--- config.mk ---
export PLATFORM = sky130hd
export DESIGN_NAME = tipi_sync_bridge
export DESIGN_NICKNAME = d
export VERILOG_FILES = /design/src/rtl/tipi_sync_bridge.sv
export SDC_FILE = /design/constraint.sdc
export NUM_CORES = 1
export LEC_CHECK = 0
export CORE_MARGIN = 3
export CORE_UTILIZATION = 30
export DETAILED_ROUTE_END_ITERATION = 8
export GPL_TIMING_DRIVEN = 0
export PLACE_DENSITY_LB_ADDON = 0.12
export SYNTH_ARGS = -nofsm -noshare
export SYNTH_HDL_FRONTEND = slang
export SYNTH_SLANG_ARGS = --single-unit
export TNS_END_PERCENT = 10
--- constraint.sdc ---
create_clock -name sys_clk -period 2.45 [get_ports sys_clk]
set_input_delay 0.49 -clock sys_clk [delete_from_list [all_inputs] [get_ports sys_clk]]
set_output_delay 0.49 -clock sys_clk [all_outputs]
set_load 0.005 [all_outputs]
--- src/rtl/tipi_sync_bridge.sv ---
// tipi_sync_bridge
//   Clocked TI <-> RPi register exchange. NUM_CH channel pairs, each holding a
//   TI->RPi "T" register and an RPi->TI "R" register of DATA_W bits. The RPi
//   strobes are asynchronous and are synchronised into sys_clk before use;
//   serial words are only committed to the TI-visible register on r_le.
//
// Ports
//   sys_clk, sys_reset_n          : system clock, async active-low reset
//   ti_wr/ti_rd/ti_ch/ti_wdata    : TI single-cycle register access
//   ti_rdata                      : registered read data, held until next ti_rd
//   r_clk/r_le/r_dout/r_rt/r_sel  : RPi GPIO inputs (asynchronous)
//   r_din                         : registered serial data to RPi (T MSB)
//   t_pending/r_avail/irq         : per-channel handshake flags, irq = |r_avail
module tipi_sync_bridge #(
    parameter int DATA_W      = 8,
    parameter int NUM_CH      = 2,
    parameter int SYNC_STAGES = 2,
    parameter int CH_W        = $clog2((NUM_CH < 2) ? 2 : NUM_CH)
) (
    input  logic              sys_clk,
    input  logic              sys_reset_n,
    input  logic              ti_wr,
    input  logic              ti_rd,
    input  logic [CH_W-1:0]   ti_ch,
    input  logic [DATA_W-1:0] ti_wdata,
    output logic [DATA_W-1:0] ti_rdata,
    input  logic              r_clk,
    input  logic              r_le,
    input  logic              r_dout,
    input  logic              r_rt,
    input  logic [CH_W-1:0]   r_sel,
    output logic              r_din,
    output logic [NUM_CH-1:0] t_pending,
    output logic [NUM_CH-1:0] r_avail,
    output logic              irq
);

    localparam int SW    = CH_W + 4;
    localparam int ARM   = SYNC_STAGES + 1;
    localparam int ARM_W = $clog2(ARM + 1);

    logic [SYNC_STAGES-1:0][SW-1:0] sync_q, sync_d;
    logic                           clk_prev_q, clk_prev_d;
    logic                           le_prev_q, le_prev_d;
    logic [ARM_W-1:0]               arm_cnt_q, arm_cnt_d;

    logic [NUM_CH-1:0][DATA_W-1:0]  treg_q, treg_d;
    logic [NUM_CH-1:0][DATA_W-1:0]  tshift_q, tshift_d;
    logic [NUM_CH-1:0][DATA_W-1:0]  rreg_q, rreg_d;
    logic [NUM_CH-1:0][DATA_W-1:0]  rshift_q, rshift_d;
    logic [NUM_CH-1:0]              t_pending_q, t_pending_d;
    logic [NUM_CH-1:0]              r_avail_q, r_avail_d;
    logic [DATA_W-1:0]              ti_rdata_q, ti_rdata_d;
    logic                           r_din_q, r_din_d;

    logic            clk_s, le_s, dout_s, rt_s;
    logic [CH_W-1:0] sel_s;
    logic            armed, clk_rise, le_rise;

    assign {sel_s, rt_s, dout_s, le_s, clk_s} = sync_q[SYNC_STAGES-1];

    // Edges are ignored until the synchroniser has flushed and the edge
    // history holds a real sample, so a strobe high at release is not an edge.
    assign armed    = (arm_cnt_q == ARM_W'(ARM));
    assign clk_rise = armed & clk_s & ~clk_prev_q;
    assign le_rise  = armed & le_s & ~le_prev_q;

    always_comb begin
        sync_d    = sync_q;
        sync_d[0] = {r_sel, r_rt, r_dout, r_le, r_clk};
        for (int i = 1; i < SYNC_STAGES; i++) sync_d[i] = sync_q[i-1];
        clk_prev_d = clk_s;
        le_prev_d  = le_s;
        arm_cnt_d  = armed ? arm_cnt_q : arm_cnt_q + 1'b1;

        treg_d      = treg_q;
        tshift_d    = tshift_q;
        rreg_d      = rreg_q;
        rshift_d    = rshift_q;
        t_pending_d = t_pending_q;
        r_avail_d   = r_avail_q;
        ti_rdata_d  = ti_rdata_q;
        r_din_d     = 1'b0;

        if (ti_rd) ti_rdata_d = '0;

        // Ordering matters for same-channel collisions: the TI read clear comes
        // before the RPi commit (r_avail stays set), and the TI write comes after
        // the RPi load (t_pending stays set, tshift takes the old treg).
        for (int i = 0; i < NUM_CH; i++) begin
            if (ti_rd && ti_ch == CH_W'(i)) begin
                ti_rdata_d   = rreg_q[i];
                r_avail_d[i] = 1'b0;
            end

            if (sel_s == CH_W'(i)) begin
                if (!rt_s) begin
                    if (le_rise) begin
                        rreg_d[i]    = rshift_q[i];
                        r_avail_d[i] = 1'b1;
                    end else if (clk_rise) begin
                        rshift_d[i] = {rshift_q[i][DATA_W-2:0], dout_s};
                    end
                end else begin
                    if (le_rise) begin
                        tshift_d[i]    = treg_q[i];
                        t_pending_d[i] = 1'b0;
                    end else if (clk_rise) begin
                        tshift_d[i] = {tshift_q[i][DATA_W-2:0], 1'b0};
                    end
                    r_din_d = tshift_q[i][DATA_W-1];
                end
            end

            if (ti_wr && ti_ch == CH_W'(i)) begin
                treg_d[i]      = ti_wdata;
                t_pending_d[i] = 1'b1;
            end
        end
    end

    always_ff @(posedge sys_clk or negedge sys_reset_n) begin
        if (!sys_reset_n) begin
            sync_q      <= '0;
            clk_prev_q  <= 1'b0;
            le_prev_q   <= 1'b0;
            arm_cnt_q   <= '0;
            treg_q      <= '0;
            tshift_q    <= '0;
            rreg_q      <= '0;
            rshift_q    <= '0;
            t_pending_q <= '0;
            r_avail_q   <= '0;
            ti_rdata_q  <= '0;
            r_din_q     <= 1'b0;
        end else begin
            sync_q      <= sync_d;
            clk_prev_q  <= clk_prev_d;
            le_prev_q   <= le_prev_d;
            arm_cnt_q   <= arm_cnt_d;
            treg_q      <= treg_d;
            tshift_q    <= tshift_d;
            rreg_q      <= rreg_d;
            rshift_q    <= rshift_d;
            t_pending_q <= t_pending_d;
            r_avail_q   <= r_avail_d;
            ti_rdata_q  <= ti_rdata_d;
            r_din_q     <= r_din_d;
        end
    end

    assign ti_rdata  = ti_rdata_q;
    assign r_din     = r_din_q;
    assign t_pending = t_pending_q;
    assign r_avail   = r_avail_q;
    assign irq       = |r_avail_q;

endmodule

======== After elaboration in Yosys (flattened, before gate mapping) ========
Cells that the tools add are included.
storage, ports and cells
  flip-flop bits (word level) ............. 91
  input bits .............................. 18
  output and inout bits ................... 14
  logic and storage cells ................. 76
operators by class
  add/subtract/negate cells ............... 1
  equal/unequal tests ..................... 2
  mux-type cells .......................... 25
  bitwise gates (word level) .............. 10
  reductions and logical operators ........ 20
operators by type and width
  operator             number
  $mux 8               7
  $mux 1               18
  $reduce_and 3->1     6
  $reduce_bool 2->1    6
  $reduce_and 4->1     2
  $not 1->1            6
  $and 1x1->1          4
  $logic_and 1x1->1    4
  $reduce_bool 3->1    1
  $add 2x1->2 const B  1
  $eq 2x2->1 const B   1
  $ne 2x1->1 const B   1
  $reduce_or 2->1      1

======== Longest topological paths before layout ========
  word-level depth ........................ 7
  depth in mapped cells ................... 6
  gate-level depth less buffers ........... 4

======== Worst setup path before layout ========
OpenSTA, ideal clock, no wires.
  path type ............................... register -> register
  start point ............................. register arm_cnt_q[0]
  end point ............................... register tshift_q[14] (netlist name)
  setup time .............................. 0.125 ns
  arrival time ............................ 1.572 ns
  data required time ...................... 2.325 ns
  path slack .............................. 0.753 ns
  cell stages (with the launch flop) ...... 7
  buffers on the path ..................... 2
  period minus slack after synthesis ...... 1.697 ns
  cells stage by stage .................... dfrtp_1 -> ha_1 -> buf_6 -> nand3b_4 -> buf_4 -> mux2_2 -> mux2_2
on the way
  word-level cells in the longest chain between the ends .. 5
  elaborated cells on any way between the ends .. 8
  those cells by class .................... eq/ne: 1; mux: 1; bitwise: 4; reduce/logical: 2
RTL lines
  element                                      RTL line  RTL
  from (decl)                                  45        logic [ARM_W-1:0] arm_cnt_q, arm_cnt_d;
  from (signal assigned)                       140       arm_cnt_q <= arm_cnt_d;
  $eq 2x2->1 *                                 64        assign armed = (arm_cnt_q == ARM_W'(ARM));
  $and 1x1->1 (on tied branches) (2 in a row)  65, 66
  $reduce_bool 2->1 (no source line)           --
  $reduce_and 3->1 (no source line)            --
  to (signal assigned)                         142       tshift_q <= tshift_d;
  to (decl)                                    48        logic [NUM_CH-1:0][DATA_W-1:0] tshift_q, tshift_d;
Every way passes the cells marked *; elsewhere a longest branch is shown, timed or not.
A chain may end at the register's enable or synchronous reset.

======== Worst setup path in the final report ========
  start point ............................. register r_avail_q[1], in the netlist r_avail[1]
  end point ............................... output port irq
on the way
  word-level cells in the longest chain between the ends .. 1
RTL lines
  element                 RTL line  RTL
  from (decl)             52        logic [NUM_CH-1:0] r_avail_q, r_avail_d;
  from (signal assigned)  146       r_avail_q <= r_avail_d;
  $reduce_or 2->1         156       assign irq = |r_avail_q;
  to (decl)               35        output logic irq
No other way between the ends.

==> report_table.html <==
<table>
<tr><th>Metric</th><th>Value</th></tr>
<tr><th colspan="2">Synthesis</th></tr>
<tr><td>Netlist area before placement</td><td>3672 sq um</td></tr>
<tr><td>Synthesized-area fraction occupied by ao, oa, aoi and oai cells</td><td>3.441%</td></tr>
<tr><td>Share of the synthesized area in the top cell type</td><td>62.01%</td></tr>
<tr><td>Main combinational cell family by area after synthesis</td><td>multiplexers</td></tr>
<tr><td>Share of synthesized area spent on multiplexers</td><td>26.58%</td></tr>
<tr><td>Synth area leaders</td><td>dfrtp_1 62%, mux2_2 21%, mux2_4 3.3%, mux2i_1 2.5%, a211oi_4 1.1%</td></tr>
<tr><td>Post-Synthesis Mean Instance Area</td><td>15.49 sq um</td></tr>
<tr><td>Flip-flop and latch count after synthesis</td><td>91</td></tr>
<tr><td>Portion of the post-synthesis area used by sequential elements</td><td>62.01%</td></tr>
<tr><td>Basic-gate share of the synthesized area counting and, or, nand and nor cells</td><td>5.383%</td></tr>
<tr><td>Adder and majority cell fraction of the synthesized area</td><td>0.3407%</td></tr>
<tr><td>Number of warnings reported in the yosys synthesis log</td><td>0</td></tr>
<tr><td>Distinct cell type count of the synthesized netlist</td><td>32</td></tr>
<tr><td>Post-synth top area cell</td><td>dfrtp_1</td></tr>
<tr><td>XOR/XNOR Fraction of Synth Area</td><td>0.2385%</td></tr>
<tr><td>Post-Syn Nets</td><td>256</td></tr>
<tr><td>Post-synthesis cell count</td><td>237</td></tr>
<tr><th colspan="2">Final layout</th></tr>
<tr><td>N_diodes</td><td>0</td></tr>
<tr><td>Final #Nets</td><td>298</td></tr>
<tr><td>Proportion of layout cells with a drive suffix above 1</td><td>38.38%</td></tr>
<tr><td>Growth of design area from synthesis to finish</td><td>22.28%</td></tr>
<tr><th colspan="2">Timing</th></tr>
<tr><td>Worst Tran Pin Value</td><td>0.6942 ns</td></tr>
<tr><td>Hold Vio Cnt, Final</td><td>0</td></tr>
<tr><td>Tightest hold margin</td><td>0.1546 ns</td></tr>
<tr><td>Minimum clock period after layout</td><td>1.943 ns</td></tr>
<tr><td>Max Fclk</td><td>514.7 MHz</td></tr>
<tr><td>Final Max Tran Viols</td><td>0</td></tr>
<tr><td>Post-Route Setup TNS</td><td>0 ns</td></tr>
<tr><td>Clock skew</td><td>0.007311 ns</td></tr>
<tr><td>RSZ-0062 raised after global routing</td><td>false</td></tr>
<tr><td>Final worst path period share</td><td>79.30%</td></tr>
<tr><td>Slew margin rel.</td><td>53.72%</td></tr>
<tr><td>Final number of setup-violating endpoints</td><td>0</td></tr>
<tr><th colspan="2">Routing</th></tr>
<tr><td>Via count</td><td>1,952</td></tr>
<tr><td>Post-route antenna net violation count</td><td>0</td></tr>
<tr><td>Number of vias per cell after detailed routing</td><td>4.571</td></tr>
<tr><td>Wire length per cell</td><td>14.85 um</td></tr>
<tr><td>DRC violation count after routing</td><td>0</td></tr>
<tr><td>DR iter-0 viols</td><td>85</td></tr>
<tr><td>Number of iterations in the first detailed-routing pass</td><td>4</td></tr>
<tr><td>Wirelength, routed</td><td>6.342 mm</td></tr>
<tr><th colspan="2">Floorplan</th></tr>
<tr><td># rows</td><td>39</td></tr>
<tr><td>Ports placed on the boundary</td><td>32</td></tr>
<tr><td>Die Span X</td><td>116.6 um</td></tr>
<tr><td>Core area</td><td>11,710 sq um</td></tr>
<tr><td>DIE AREA</td><td>13,600 sq um</td></tr>
<tr><td>Die Height</td><td>116.6 um</td></tr>
<tr><td>Effective utilization at floorplan</td><td>31.36%</td></tr>
<tr><th colspan="2">Global route</th></tr>
<tr><td>Number of antenna violations at the first check in global routing</td><td>0</td></tr>
<tr><td>Overall Global Routing Usage</td><td>10.47%</td></tr>
<tr><td>Maximum number of pins on one net before global-route repair</td><td>48</td></tr>
<tr><td>Number of global-route vias before repair</td><td>2,085</td></tr>
<tr><td>Sum of overflow across all layers after global routing</td><td>0</td></tr>
<tr><td>Global-route wire length before repair</td><td>10.76 mm</td></tr>
<tr><th colspan="2">Clock tree</th></tr>
<tr><td>Clock tree root buffer cell</td><td>clkbuf_16</td></tr>
<tr><td>Clock Sinks</td><td>91</td></tr>
<tr><td># resized after CTS</td><td>0</td></tr>
<tr><td>H-Tree Level Count</td><td>3</td></tr>
<tr><td>CTS tree</td><td>done</td></tr>
<tr><td>Clock Path Buffers</td><td>2</td></tr>
<tr><td>Number of hold buffers added after cts</td><td>0</td></tr>
<tr><td>Clock latency at the later pin of the worst-skew pair</td><td>0.34 ns</td></tr>
<tr><td>Clock transition at the register clock pins on the worst setup and hold paths after CTS</td><td>0.06 ns</td></tr>
<tr><td>Setup Buffers After CTS</td><td>0</td></tr>
<tr><td>TritonCTS buffer count</td><td>9</td></tr>
<tr><th colspan="2">Worst setup path</th></tr>
<tr><td>CP Max Fanout</td><td>3</td></tr>
<tr><td>Worst reg2reg path depth</td><td>6</td></tr>
<tr><td>Critical path class</td><td>register to output pin</td></tr>
<tr><td>Type of element launching the critical path</td><td>register</td></tr>
<tr><td>Worst endpoint required time</td><td>1.96 ns</td></tr>
<tr><td>Worst path arrival time</td><td>1.45 ns</td></tr>
<tr><td>Slowest-stage cell, CP</td><td>clkdlybuf4s50_1</td></tr>
<tr><td>Crit path capture type</td><td>output pin</td></tr>
<tr><td>Delay of the slowest cell on the worst path</td><td>0.44 ns</td></tr>
<tr><td>CP Cell Sequence</td><td>or2_2, clkdlybuf4s50_1</td></tr>
<tr><th colspan="2">Power and ir drop</th></tr>
<tr><td>Leakage power</td><td>0.002028 uW</td></tr>
<tr><td>Max rail drop VDD</td><td>441.0 uV</td></tr>
<tr><td>Overall Power</td><td>3886 uW</td></tr>
<tr><td>Ratio of total power to cell area</td><td>865.4 nW/um^2</td></tr>
<tr><th colspan="2">Place</th></tr>
<tr><td>Port-buffer cells</td><td>30</td></tr>
<tr><td>Routability Congestion</td><td>0.6713</td></tr>
<tr><td>Placed wire-length estimate after detailed placement</td><td>4.317 mm</td></tr>
<tr><th colspan="2">Hold path</th></tr>
<tr><td>Type of the tightest min-delay check</td><td>input port to async pin</td></tr>
<tr><th colspan="2">Job</th></tr>
<tr><td>Max Cap Viol</td><td>0</td></tr>
<tr><th colspan="2">Status</th></tr>
<tr><td>Result of the run</td><td>complete, no violations</td></tr>
</table>
[per-layer routing]
metal	wire length, um	vias up	share of wire [%]	GRT usage (%)
li1	-	925	-	-
met1	3086	983	49	13.92
met2	2881	34	45	15.64
met3	240	10	3.8	3.316
met4	134	0	2.1	4.817
met5	0	-	0	0
[cells in the mapped netlist (all sizes together)]
library cell  count
a211oi            2
a21o              2
a21oi             8
a22o              1
and2b             1
buf               6
clkbuf            2
dfrtp            91
ha                1
inv               6
mux2             76
mux2i             9
nand2             5
nand2b            3
nand3b            2
nand4             2
nor2              9
nor2b             2
nor3              1
nor4              1
o21ai             2
o22ai             2
or2               1
or3               1
xnor2             1
[worst max-delay path, delay by kind of cell, from the launching register on]
family,cells,cell delay [ns]
buf+inv,1,0.44
flops,1,0.39
simple gates,1,0.29
[power breakdown]
group	internal [uW]	switching, uW	total [uW]
logic	363	186	550
registers	1770	140	1910
clock network	870	560	1430
total	3000	887	3890
[final cells by class]
type	instances	area, sq um
multi-input combinational	132	1321
fill	1102	7221
sequential	91	2277
timing repair buffer	31	325.3
buffer	8	51.30
clock buffer	12	266.5
tap	143	178.9
inverter	6	22.52
clock inverter	4	47.55
[state kept, by name, indices dropped and copies added (netlist names)]
register,flops
treg_q,16
ti_rdata,8
tshift_q,16
clk_prev_d,1
t_pending,2
rt_s,1
r_din,1
rshift_q,16
arm_cnt_q,2
dout_s,1
r_avail,2
sync_d,5
le_prev_q,1
clk_prev_q,1
rreg_q,16
sel_s,1
le_prev_d,1
[per-stage QoR]
step / utilization (%) / area (sq um) / worst slack, ns / std cells
2_1_floorplan: - / 3672 / 0.7532 / 237
3_3_place_gp: 35.45 / 4151 / -2.650 / 410
3_5_place_dp: 35.66 / 4177 / 0.2360 / 411
4_1_cts: 38.34 / 4491 / 0.4716 / 427
5_1_grt: 38.34 / 4491 / 0.4472 / 427
6_report: 38.34 / 4491 / 0.5071 / 427
[final timing paths]
path,slack (ns),startpoint,to
worst max-delay path,0.51,r_avail[1],irq
worst min-delay path,0.15,sys_reset_n,ti_rdata[0]
max in group asynchronous,1.67,sys_reset_n,treg_q[5]
worst min register to register,0.35,sync_d[5],clk_prev_d
min in group sys_clk,0.35,sync_d[5],clk_prev_d
worst max register to register,0.58,arm_cnt_q[0],rreg_q[15]
[placed cells by master (no fill, tap or decap), types with 3 or more instances in the layout]
| cell | n |
|---|---|
| a21oi_1 | 8 |
| clkbuf_16 | 9 |
| clkbuf_8 | 3 |
| clkdlybuf4s50_1 | 29 |
| dfrtp_1 | 91 |
| inv_1 | 6 |
| mux2_2 | 68 |
| mux2_4 | 8 |
| mux2i_1 | 9 |
| nand2_1 | 4 |
| nand2b_1 | 3 |
| nor2_1 | 8 |
[cell families after synthesis]
kind of cell               count (synthesis)
AOI/OAI and AO/OA                         17
and+or+nand+nor                           28
buffers and inverters                     14
DFF                                       91
adders and majority gates                  1
muxes                                     85
xor gates and xnor gates                   1
No activity file was read; power rests on OpenSTA's default activity.
